<file path="src/rtl/alu_mul_seq_if.sv">
// Handshake and shared-ALU bus of the shift-add multiplier sequencer.
interface alu_mul_seq_if;
    logic        start_valid;
    logic        start_ready;
    logic [31:0] a;
    logic [31:0] b;
    logic        res_valid;
    logic        res_ready;
    logic [31:0] result;
    logic        busy;
    logic [31:0] alu_in1;
    logic [31:0] alu_in2;
    logic [3:0]  alu_op;
    logic [31:0] alu_out;

    modport slave (
        input  start_valid, a, b, res_ready, alu_out,
        output start_ready, res_valid, result, busy, alu_in1, alu_in2, alu_op
    );

    modport master (
        output start_valid, a, b, res_ready, alu_out,
        input  start_ready, res_valid, result, busy, alu_in1, alu_in2, alu_op
    );
endinterface

</file>
<file path="src/rtl/alu_mul_seq.sv">
// Sequential 32x32 shift-add multiplier (low 32 bits) that borrows a shared ALU
// for its additions; terminates early once the remaining multiplier bits are zero.
module alu_mul_seq (
    input  logic         clk,
    input  logic         reset,
    alu_mul_seq_if.slave bus
);
    typedef enum logic [1:0] {IDLE, RUN, DONE} state_t;

    localparam logic [3:0] OP_ADD  = 4'b0010;
    localparam logic [3:0] OP_PASS = 4'b1000;

    state_t      state_q, state_d;
    logic [31:0] acc_q, acc_d;
    logic [31:0] mcand_q, mcand_d;
    logic [31:0] mplier_q, mplier_d;
    logic [4:0]  cnt_q, cnt_d;

    always_ff @(posedge clk or posedge reset) begin
        if (reset) begin
            state_q  <= IDLE;
            acc_q    <= '0;
            mcand_q  <= '0;
            mplier_q <= '0;
            cnt_q    <= '0;
        end else begin
            state_q  <= state_d;
            acc_q    <= acc_d;
            mcand_q  <= mcand_d;
            mplier_q <= mplier_d;
            cnt_q    <= cnt_d;
        end
    end

    always_comb begin
        state_d         = state_q;
        acc_d           = acc_q;
        mcand_d         = mcand_q;
        mplier_d        = mplier_q;
        cnt_d           = cnt_q;
        bus.start_ready = 1'b0;
        bus.res_valid   = 1'b0;
        bus.result      = '0;
        bus.busy        = 1'b1;
        bus.alu_op      = OP_PASS;
        bus.alu_in1     = '0;
        bus.alu_in2     = '0;

        case (state_q)
            IDLE: begin
                bus.start_ready = 1'b1;
                bus.busy        = 1'b0;
                if (bus.start_valid) begin
                    acc_d    = '0;
                    mcand_d  = bus.a;
                    mplier_d = bus.b;
                    cnt_d    = '0;
                    state_d  = RUN;
                end
            end
            RUN: begin
                bus.alu_op  = OP_ADD;
                bus.alu_in1 = acc_q;
                bus.alu_in2 = mcand_q;
                if (mplier_q[0]) acc_d = bus.alu_out;
                mcand_d  = {mcand_q[30:0], 1'b0};
                mplier_d = mplier_q >> 1;
                cnt_d    = cnt_q + 5'd1;
                // Exit test looks at the shifted multiplier, so b=0 still spends one RUN cycle.
                if ((mplier_q >> 1) == '0 || cnt_q == 5'd31) state_d = DONE;
            end
            DONE: begin
                bus.res_valid = 1'b1;
                bus.result    = acc_q;
                if (bus.res_ready) state_d = IDLE;
            end
            default: state_d = IDLE;
        endcase
    end
endmodule

</file>
<file path="src/flat_wrapper.sv">
// flat-port wrapper written by rule: the top's interface ports become plain ports
module alu_mul_seq_flat 
  (clk, reset, bus_start_valid, bus_a, bus_b, bus_res_ready, bus_alu_out, bus_start_ready, bus_res_valid, bus_result, bus_busy, bus_alu_in1, bus_alu_in2, bus_alu_op);
  alu_mul_seq_if bus_i ();
  input  logic clk;
  input  logic reset;
  input wire logic [$bits(bus_i.start_valid)-1:0] bus_start_valid;
  input wire logic [$bits(bus_i.a)-1:0] bus_a;
  input wire logic [$bits(bus_i.b)-1:0] bus_b;
  input wire logic [$bits(bus_i.res_ready)-1:0] bus_res_ready;
  input wire logic [$bits(bus_i.alu_out)-1:0] bus_alu_out;
  output wire logic [$bits(bus_i.start_ready)-1:0] bus_start_ready;
  output wire logic [$bits(bus_i.res_valid)-1:0] bus_res_valid;
  output wire logic [$bits(bus_i.result)-1:0] bus_result;
  output wire logic [$bits(bus_i.busy)-1:0] bus_busy;
  output wire logic [$bits(bus_i.alu_in1)-1:0] bus_alu_in1;
  output wire logic [$bits(bus_i.alu_in2)-1:0] bus_alu_in2;
  output wire logic [$bits(bus_i.alu_op)-1:0] bus_alu_op;
  assign bus_i.start_valid = bus_start_valid;
  assign bus_i.a = bus_a;
  assign bus_i.b = bus_b;
  assign bus_i.res_ready = bus_res_ready;
  assign bus_i.alu_out = bus_alu_out;
  assign bus_start_ready = bus_i.start_ready;
  assign bus_res_valid = bus_i.res_valid;
  assign bus_result = bus_i.result;
  assign bus_busy = bus_i.busy;
  assign bus_alu_in1 = bus_i.alu_in1;
  assign bus_alu_in2 = bus_i.alu_in2;
  assign bus_alu_op = bus_i.alu_op;
  alu_mul_seq u_core (.clk(clk), .reset(reset), .bus(bus_i));
endmodule
</file>
<file path="config.mk">
export PLATFORM = sky130hd
export DESIGN_NAME = alu_mul_seq_flat
export DESIGN_NICKNAME = d
export VERILOG_FILES = /design/src/rtl/alu_mul_seq_if.sv /design/src/rtl/alu_mul_seq.sv /design/src/flat_wrapper.sv
export SDC_FILE = /design/constraint.sdc
export NUM_CORES = 1
export LEC_CHECK = 0
export CORE_ASPECT_RATIO = 0.75
export CORE_MARGIN = 4
export CORE_UTILIZATION = 40
export CTS_CLUSTER_SIZE = 28
export DETAILED_ROUTE_END_ITERATION = 16
export PLACE_DENSITY_LB_ADDON = 0.25
export SLEW_MARGIN = 20
export SYNTH_ARGS = -nofsm -noshare
export SYNTH_HDL_FRONTEND = slang
export SYNTH_SLANG_ARGS = --single-unit
</file>
<file path="constraint.sdc">
create_clock -name clk -period 3.8 [get_ports clk]
set_input_delay 0.95 -clock clk [delete_from_list [all_inputs] [get_ports clk]]
set_output_delay 0.95 -clock clk [all_outputs]
set_load 0.02 [all_outputs]
</file>
# Yosys cells after proc, flatten, opt, wreduce, memory -nomap -nowiden
# Cells that the tools add are included.
[word_totals]
reg_bits = 103
output_inout_bits = 103
wordCells = 40
[op_classes]
n_addsub = 1
eq_ne = 7
muxes = 20
reduce_logical = 7
[op_table]
columns = ["operator", "count"]
rows = [
  ["32-bit two-way mux", 7],
  ["32-bit case mux with 2 select lines", 3],
  ["32-bit logical NOT", 1],
  ["5-bit case mux with 2 select lines", 1],
  ["2-bit two-way mux", 3],
  ["2-bit case mux with 3 select lines", 1],
  ["3-bit AND reduction", 2],
  ["5-bit by 1-bit adder with 5-bit output (second input constant)", 1],
  ["5-bit == test (second input constant)", 1],
  ["5-bit two-way mux", 1],
  ["4-bit two-way mux", 1],
  ["2-bit by 1-bit inequality test with 1-bit output (second input constant)", 2],
  ["2-bit inequality test (second input constant)", 2],
  ["1-bit two-way mux", 3],
  ["2-bit by 1-bit == test with 1-bit output (second input constant)", 1],
  ["2-bit == test (second input constant)", 1],
  ["2-bit logical NOT", 1],
  ["2-bit AND reduction", 1],
  ["2-bit nonzero test", 1],
  ["1-bit logical OR", 1],
]

# Logic depth before layout (Yosys ltp)
# Gate-level depths: netlist of run 1.
[depth]
depth_word = 4
depth_mapped = 9
ltp_nobuf = 5

# Least setup slack after synthesis of run 1
# Ideal clock, no wire load.
[synth_timing]
path_kind = "register to output"
startpoint = "register u_core.state_q[1]"
endpoint = "output bus_alu_in1[22]"
t_arrival_ns = 1.528
required_time_ns = 2.850
setup_slack_ns = 1.322
path_stages_with_launch = 8
n_path_buf = 4
path_cell_list = "dfrtp_1 -> buf_6 -> nand2b_4 -> buf_6 -> inv_2 -> buf_6 -> clkbuf_1 -> and2_1"
[synth_between]
elab_chain_len = 2
[synth_lines]
columns = ["item", "line", "rtl"]
rows = [
  ["from (decl)", "alu_mul_seq.sv:13", "state_t state_q, state_d;"],
  ["from (signal assigned)", "alu_mul_seq.sv:27", "state_q <= state_d;"],
  ["2-bit by 1-bit == test with 1-bit output", "alu_mul_seq.sv:49", "case (state_q)"],
  ["32-bit two-way mux", "alu_mul_seq.sv:49", ""],
  ["to (decl)", "flat_wrapper.sv:16", "output wire logic [$bits(bus_i.alu_in1)-1:0] bus_alu_in1;"],
]
# No other way between the ends.

# Worst setup path after layout of run 1
[layout_timing]
startpoint = "register u_core.state_q[0]"
endpoint = "output bus_result[18]"
[layout_between]
elab_chain_len = 2
[layout_lines]
columns = ["item", "line", "rtl"]
rows = [
  ["2-bit == test", "alu_mul_seq.sv:49", ""],
  ["32-bit two-way mux", "alu_mul_seq.sv:49", ""],
  ["to (decl)", "flat_wrapper.sv:14", "output wire logic [$bits(bus_i.result)-1:0] bus_result;"],
]
# No other way between the ends.

==> results of run 1 <==
==> flip-flops by register name (all words and copies together), names as in the netlist <==
signal and cells:
u_core.state_q 2, u_core.mplier_q 32, u_core.cnt_q 5, u_core.mcand_q 32
u_core.acc_q 32
==> how the worst max path moves through the flow <==
stage	end	slack [ns]
6_report	bus_result[18]	0.55
5_1_grt	bus_result[1]	0.38
4_1_cts	bus_result[18]	0.50
3_5_place_dp	bus_result[18]	0.88
3_3_place_gp	bus_result[5]	0.98
2_1_floorplan	u_core.acc_q[0]$_DFFE_PP0P_	0.15
==> cell usage after synthesis (3+ instances only) <==
library cell / n
a22o_1: 36
a221oi_2: 14
nor2b_1: 15
nand4_1: 3
and2_4: 15
a221oi_1: 6
a21oi_1: 42
o21ai_0: 46
buf_2: 7
buf_4: 9
buf_6: 9
dfrtp_1: 103
clkbuf_1: 21
a22oi_1: 13
nand2_1: 32
nor4_1: 7
inv_1: 22
and2_1: 83
and3b_1: 18
==> critical path, stage by stage, from the launching register on <==
cell             delay (ns)
dfrtp_1                0.41
buf_4                  0.28
nor2b_2                0.19
buf_4                  0.29
and2_1                 0.18
clkdlybuf4s50_1        0.60
==> logic make-up after synthesis <==
| logic type | after synthesis | synth area share [%] |
|---|---|---|
| compound gates | 160 | 21.6 |
| simple gates | 182 | 21.9 |
| buf+inv | 71 | 7.16 |
| flops | 103 | 48.8 |
| fa+ha+maj | 2 | 0.474 |
| other cells | 1 | 0.0710 |
==> layout make-up <==
cell class	instances	area, um^2
fillers	1091	5350
flip-flops and latches	103	2580
multi-input cells	346	2340
repair buffers	214	2120
clock buffers	9	225
well taps	171	214
inverters	24	92.6
clock inverters	7	57.6
==> power groups by stage <==
| stage | logic, W | registers [W] | clock network [W] |
|---|---|---|---|
| detailed placement | 0.00245 | 0.00189 | 0 |
| finish | 0.00243 | 0.00188 | 0.000866 |
| global placement | 0.00240 | 0.00187 | 0 |
| CTS | 0.00246 | 0.00188 | 0.000900 |
| floorplan | 0.00159 | 0.00178 | 0 |
| global route | 0.00266 | 0.00194 | 0.000938 |
==> routing by layer <==
metal	wire (um)	vias up	global-route usage, %
met5	0	-	0
met4	79	0	3.39
met3	987	8	5.15
met2	6990	140	32.7
met1	6510	2215	25.8
li1	-	2159	-
==> metrics by stage <==
stage	instance area [um^2]	std cells	util [%]	setup slack, ns
6_report	7630	874	58.8	0.554
5_1_grt	7630	874	58.8	0.384
3_3_place_gp	7340	858	56.6	0.978
2_1_floorplan	5280	520	-	0.146
3_5_place_dp	7340	858	56.6	0.877
4_1_cts	7630	874	58.8	0.503
==> reports/results.ini, run 1 <==
[outcome]
outcome=complete, no violations

[die]
die_w_um=141
ioPinCount=203
chipHeight_um=107
placementRows=36
core_region_area_mm2=0.0130
start_util_pct=40.7
dieArea_mm2=0.0151

[clock_network]
root_buffer=clkbuf_16
cts-resized-gates=0
clk_latency_ns=0.34
cts.htree.levels=3
hold_buffers=0
clk_path_buf_depth=2
clkSinkCount=103
clk_pin_slew_ns=0.08
post_cts_buffers=0
cts_buffers=9
cts_tree=done

[critical_path]
critPathKind=reg -> out
worst_r2r_endpoint=u_core.acc_q[6]$_DFFE_PP0P_
required_ns=2.85
critPathLaunchType=register
r2r_setup_slack_ns=1.72
critPathMaxFanout=52
r2r_start=u_core.state_q[1]$_DFFE_PP0P_
crit_start=u_core.state_q[0]$_DFFE_PP0P_
rr_worst_depth=6
worstPathArrival_ns=2.30
crit_path_end_kind=output pin

[place]
post-dp-hpwl_um=10500
gp_congestion=0.827
port_buffers=200

[global_route]
grt_pass1_wl_um=24000
grt_overflow_total=0
grt_use_total_pct=19.5
grt_pass1_vias=4705
antenna_found_initial=0
grt_max_degree=56

[yosys]
yosys.area.top_type=dfrtp_1
yosysSeqAreaShare_pct=48.8
synth.yosys.warnings=0
ys_seq_elements=103
netlist_area_mm2=0.00528
yosysTopAreaCellShare_pct=48.8
synth_edf_count=0
synthTopCellsByArea=dfrtp_1 49%, and2_1 9.8%, a22o_1 6.0%, o21ai_0 4.4%, a21oi_1 4.0%
synth_cell_type_count=33
netlist_instances=519
synthFlopType=dfrtp_1
synth_area_per_cell_um2=10.2
async_reset_ff_share_pct=100

[power]
p_int_w=0.00323
ir_worst_vdd_v=0.000472
p_leak_nw=3.38
power_w=0.00518
clock_power_share_pct=16.7
power_density_mw_per_mm2=679
p_switching_w=0.00195
pwr-share-comb_pct=46.9
switching_share_pct=37.6
p_seq_share_pct=36.3

[timing]
skew_ns=0.00986
fin_hold_ws_ns=0.478
worst_pin_slew_ns=0.583
slew_violations=0
fmax_mhz=308
hold_viol=0
finalSetupTns_ns=0
min_period_over_period_pct=85.4
slew_headroom_pct=61.0
setup_violations=0
post-route-min-period_ns=3.25
rsz0062_at_grt=no

[routing]
routed-via-count=4522
avgViaCountPerCell=5.17
drt-initial-drc-count=214
antenna_left=0
drt-total-wl_um=14600
drc_errors=0
avgRoutedWirePerCell_um=16.7
dr.pass1.iters=4

[cells_and_area]
final_common_cell=clkdlybuf4s50_1
nNetsFinal=800
area_growth_pct=44.5
final_cell_mix=200 x clkdlybuf4s50_1, 103 x dfrtp_1, 83 x and2_1, 46 x o21ai_0, 42 x a21oi_1
antenna_cells=0
drive_gt1_share_pct=9.53

[min_path]
hold-path-endpoint=u_core.mcand_q[15]$_DFFE_PP0P_
hold_depth=2
worstHoldStart=u_core.mcand_q[15]$_DFFE_PP0P_
hp-class=reg -> reg

[run]
max_cap_viol_count=0

(Power assumes the default switching activity.)
==> run 2: changes to the inputs <==
--- a/config.mk
+++ b/config.mk
@@ -5,7 +5,6 @@
 export SDC_FILE = /design/constraint.sdc
 export NUM_CORES = 1
 export LEC_CHECK = 0
-export CORE_ASPECT_RATIO = 0.75
 export CORE_MARGIN = 4
 export CORE_UTILIZATION = 40
 export CTS_CLUSTER_SIZE = 28
==> run 2 against run 1 <==
Net effect: register-to-register slack worse by 0.02 ns; clock-buffer cell count up 3; power up 1.8%; fmax down 1.9%; largest power group unchanged; non-clock buffer count down 2; worst setup slack worse by 0.063 ns; cell area up 0.39%.
==> reports/results.ini, run 2 (same netlist as run 1, synthesis figures left out) <==
[critical_path]
crit_path_end_kind=output pin
worstPathArrival_ns=2.36  ; +0.06 ns
critPathMaxFanout=35  ; -33%
r2r_start=u_core.state_q[0]$_DFFE_PP0P_
crit_start=u_core.state_q[1]$_DFFE_PP0P_
critPathLaunchType=register
critPathKind=reg -> out
required_ns=2.85  ; about the same

[cells_and_area]
stdcell_count=872  ; -0.23%
post-route-util_pct=59.9  ; +1.2 points
final_cell_mix=200 x clkdlybuf4s50_1, 103 x dfrtp_1, 83 x and2_1, 46 x o21ai_0, 42 x a21oi_1
largest_registers=u_core.acc_q (32), u_core.mcand_q (32), u_core.mplier_q (32)
drive_gt1_share_pct=8.86  ; -0.67 points
nNetsFinal=798  ; -0.25%
area_growth_pct=45.1
antenna_cells=0  ; unchanged
final_common_cell=clkdlybuf4s50_1
fillers=1068  ; -2.1%

[power]
ir_worst_vdd_v=0.000381  ; -19%
p_leak_nw=3.39  ; +0.41%
power_density_mw_per_mm2=689  ; +1.4%

[clock_network]
clk_latency_ns=0.33  ; about the same
cts_buffers=9  ; unchanged
hold_buffers=0  ; unchanged
cts_tree=done
clk_pin_slew_ns=0.07  ; about the same
cts.htree.levels=3  ; unchanged
cts-resized-gates=0  ; unchanged
clkSinkCount=103  ; unchanged
post_cts_buffers=0  ; unchanged
clk_path_buf_depth=2  ; unchanged
root_buffer=clkbuf_16

[routing]
avgViaCountPerCell=5.12  ; -1.0%
avgRoutedWirePerCell_um=16.4  ; -1.4%
routed-via-count=4466  ; -1.2%
antenna_left=0  ; unchanged
drt-total-wl_um=14300  ; -1.7%
drt-initial-drc-count=307  ; +43%
dr.pass1.iters=4  ; unchanged
drc_errors=0  ; unchanged

[timing]
worst_pin_slew_ns=0.924  ; +0.342 ns
rsz0062_at_grt=no
skew_ns=0.00508  ; -0.00479 ns
finalSetupTns_ns=0  ; unchanged
hold_viol=0  ; unchanged
setup_violations=0  ; unchanged
fmax_mhz=302  ; -1.9%
slew_headroom_pct=38.2  ; -23 points
min_period_over_period_pct=87.1  ; +1.7 points
post-route-min-period_ns=3.31  ; +0.0628 ns
slew_violations=0  ; unchanged

[place]
numPlacedInstances=857  ; -0.12%
post-dp-hpwl_um=10400  ; -0.70%
gp_congestion=0.803  ; -3.0%
port_buffers=200  ; unchanged

[global_route]
grt_max_degree=52  ; -7.1%
grt_pass1_wl_um=22900  ; -4.7%
grt_use_total_pct=19.0  ; -0.52 points
grt_pass1_vias=4545  ; -3.4%
grt_overflow_total=0  ; unchanged
antenna_found_initial=0  ; unchanged

[die]
die_w_um=123  ; -13%
chipHeight_um=123  ; +14%
start_util_pct=41.3  ; +0.63 points
core_region_area_mm2=0.0128  ; -1.5%
ioPinCount=203  ; unchanged
placementRows=41  ; +14%
dieArea_mm2=0.0151  ; -0.13%

[run]
max_cap_viol_count=0  ; unchanged

[outcome]
outcome=complete, no violations

[min_path]
hp-class=reg -> reg
worstHoldStart=u_core.mcand_q[5]$_DFFE_PP0P_

-- run 2: power breakdown --
group          leakage, nW  internal, W  total, W  switching (W)
Combinational         1.93      0.00124   0.00242        0.00118
Clock                0.149     0.000592  0.000969       0.000377
Sequential            1.32      0.00155   0.00189       0.000340
-- run 2: worst paths after layout --
kind                                                   end  slack (ns)  cells past startpoint
setup / recovery                             bus_result[4]        0.49                      5
hold / removal               u_core.mcand_q[5]$_DFFE_PP0P_        0.47                      2
setup reg to reg               u_core.acc_q[9]$_DFFE_PP0P_        1.70                      6
hold reg to reg              u_core.mcand_q[5]$_DFFE_PP0P_        0.47                      2
max in group asynchronous     u_core.acc_q[25]$_DFFE_PP0P_        1.82                      3
min in group asynchronous  u_core.mplier_q[10]$_DFFE_PP0P_        1.05                      2
-- run 2: critical path: stages (launching register included) --
cell and delay, ns:
dfrtp_1 0.36, buf_4 0.33, nor2b_2 0.23, buf_4 0.28, and2_1 0.18, clkdlybuf4s50_1 0.63
-- run 2: final cells by class --
type,count,area [um^2],area share [%]
inverter,24,92.6,1.21
multi-input combinational,346,2340,30.6
clock buffer,12,246,3.22
sequential,103,2580,33.7
clock inverter,3,67.6,0.882
timing repair buffer,212,2120,27.6
tap,172,215,2.81
-- run 2: layer usage --
layer	up-vias	GRT usage (%)	part of all wire, %
met2	172	29.5	46
met5	-	0	0
met1	2114	26.9	45
met3	19	3.82	7.1
li1	2161	-	-
met4	0	5.46	1.5
-- run 2: metrics by stage --
step / total power (W) / setup WS [ns] / area (um^2) / hold slack, ns
2_1_floorplan: 0.00337 / 0.146 / 5280 / 0.442
3_3_place_gp: 0.00426 / 0.828 / 7340 / 0.454
3_5_place_dp: 0.00433 / 0.680 / 7340 / 0.462
4_1_cts: 0.00533 / 0.477 / 7660 / 0.477
5_1_grt: 0.00563 / 0.399 / 7660 / 0.501
6_report: 0.00527 / 0.491 / 7660 / 0.470
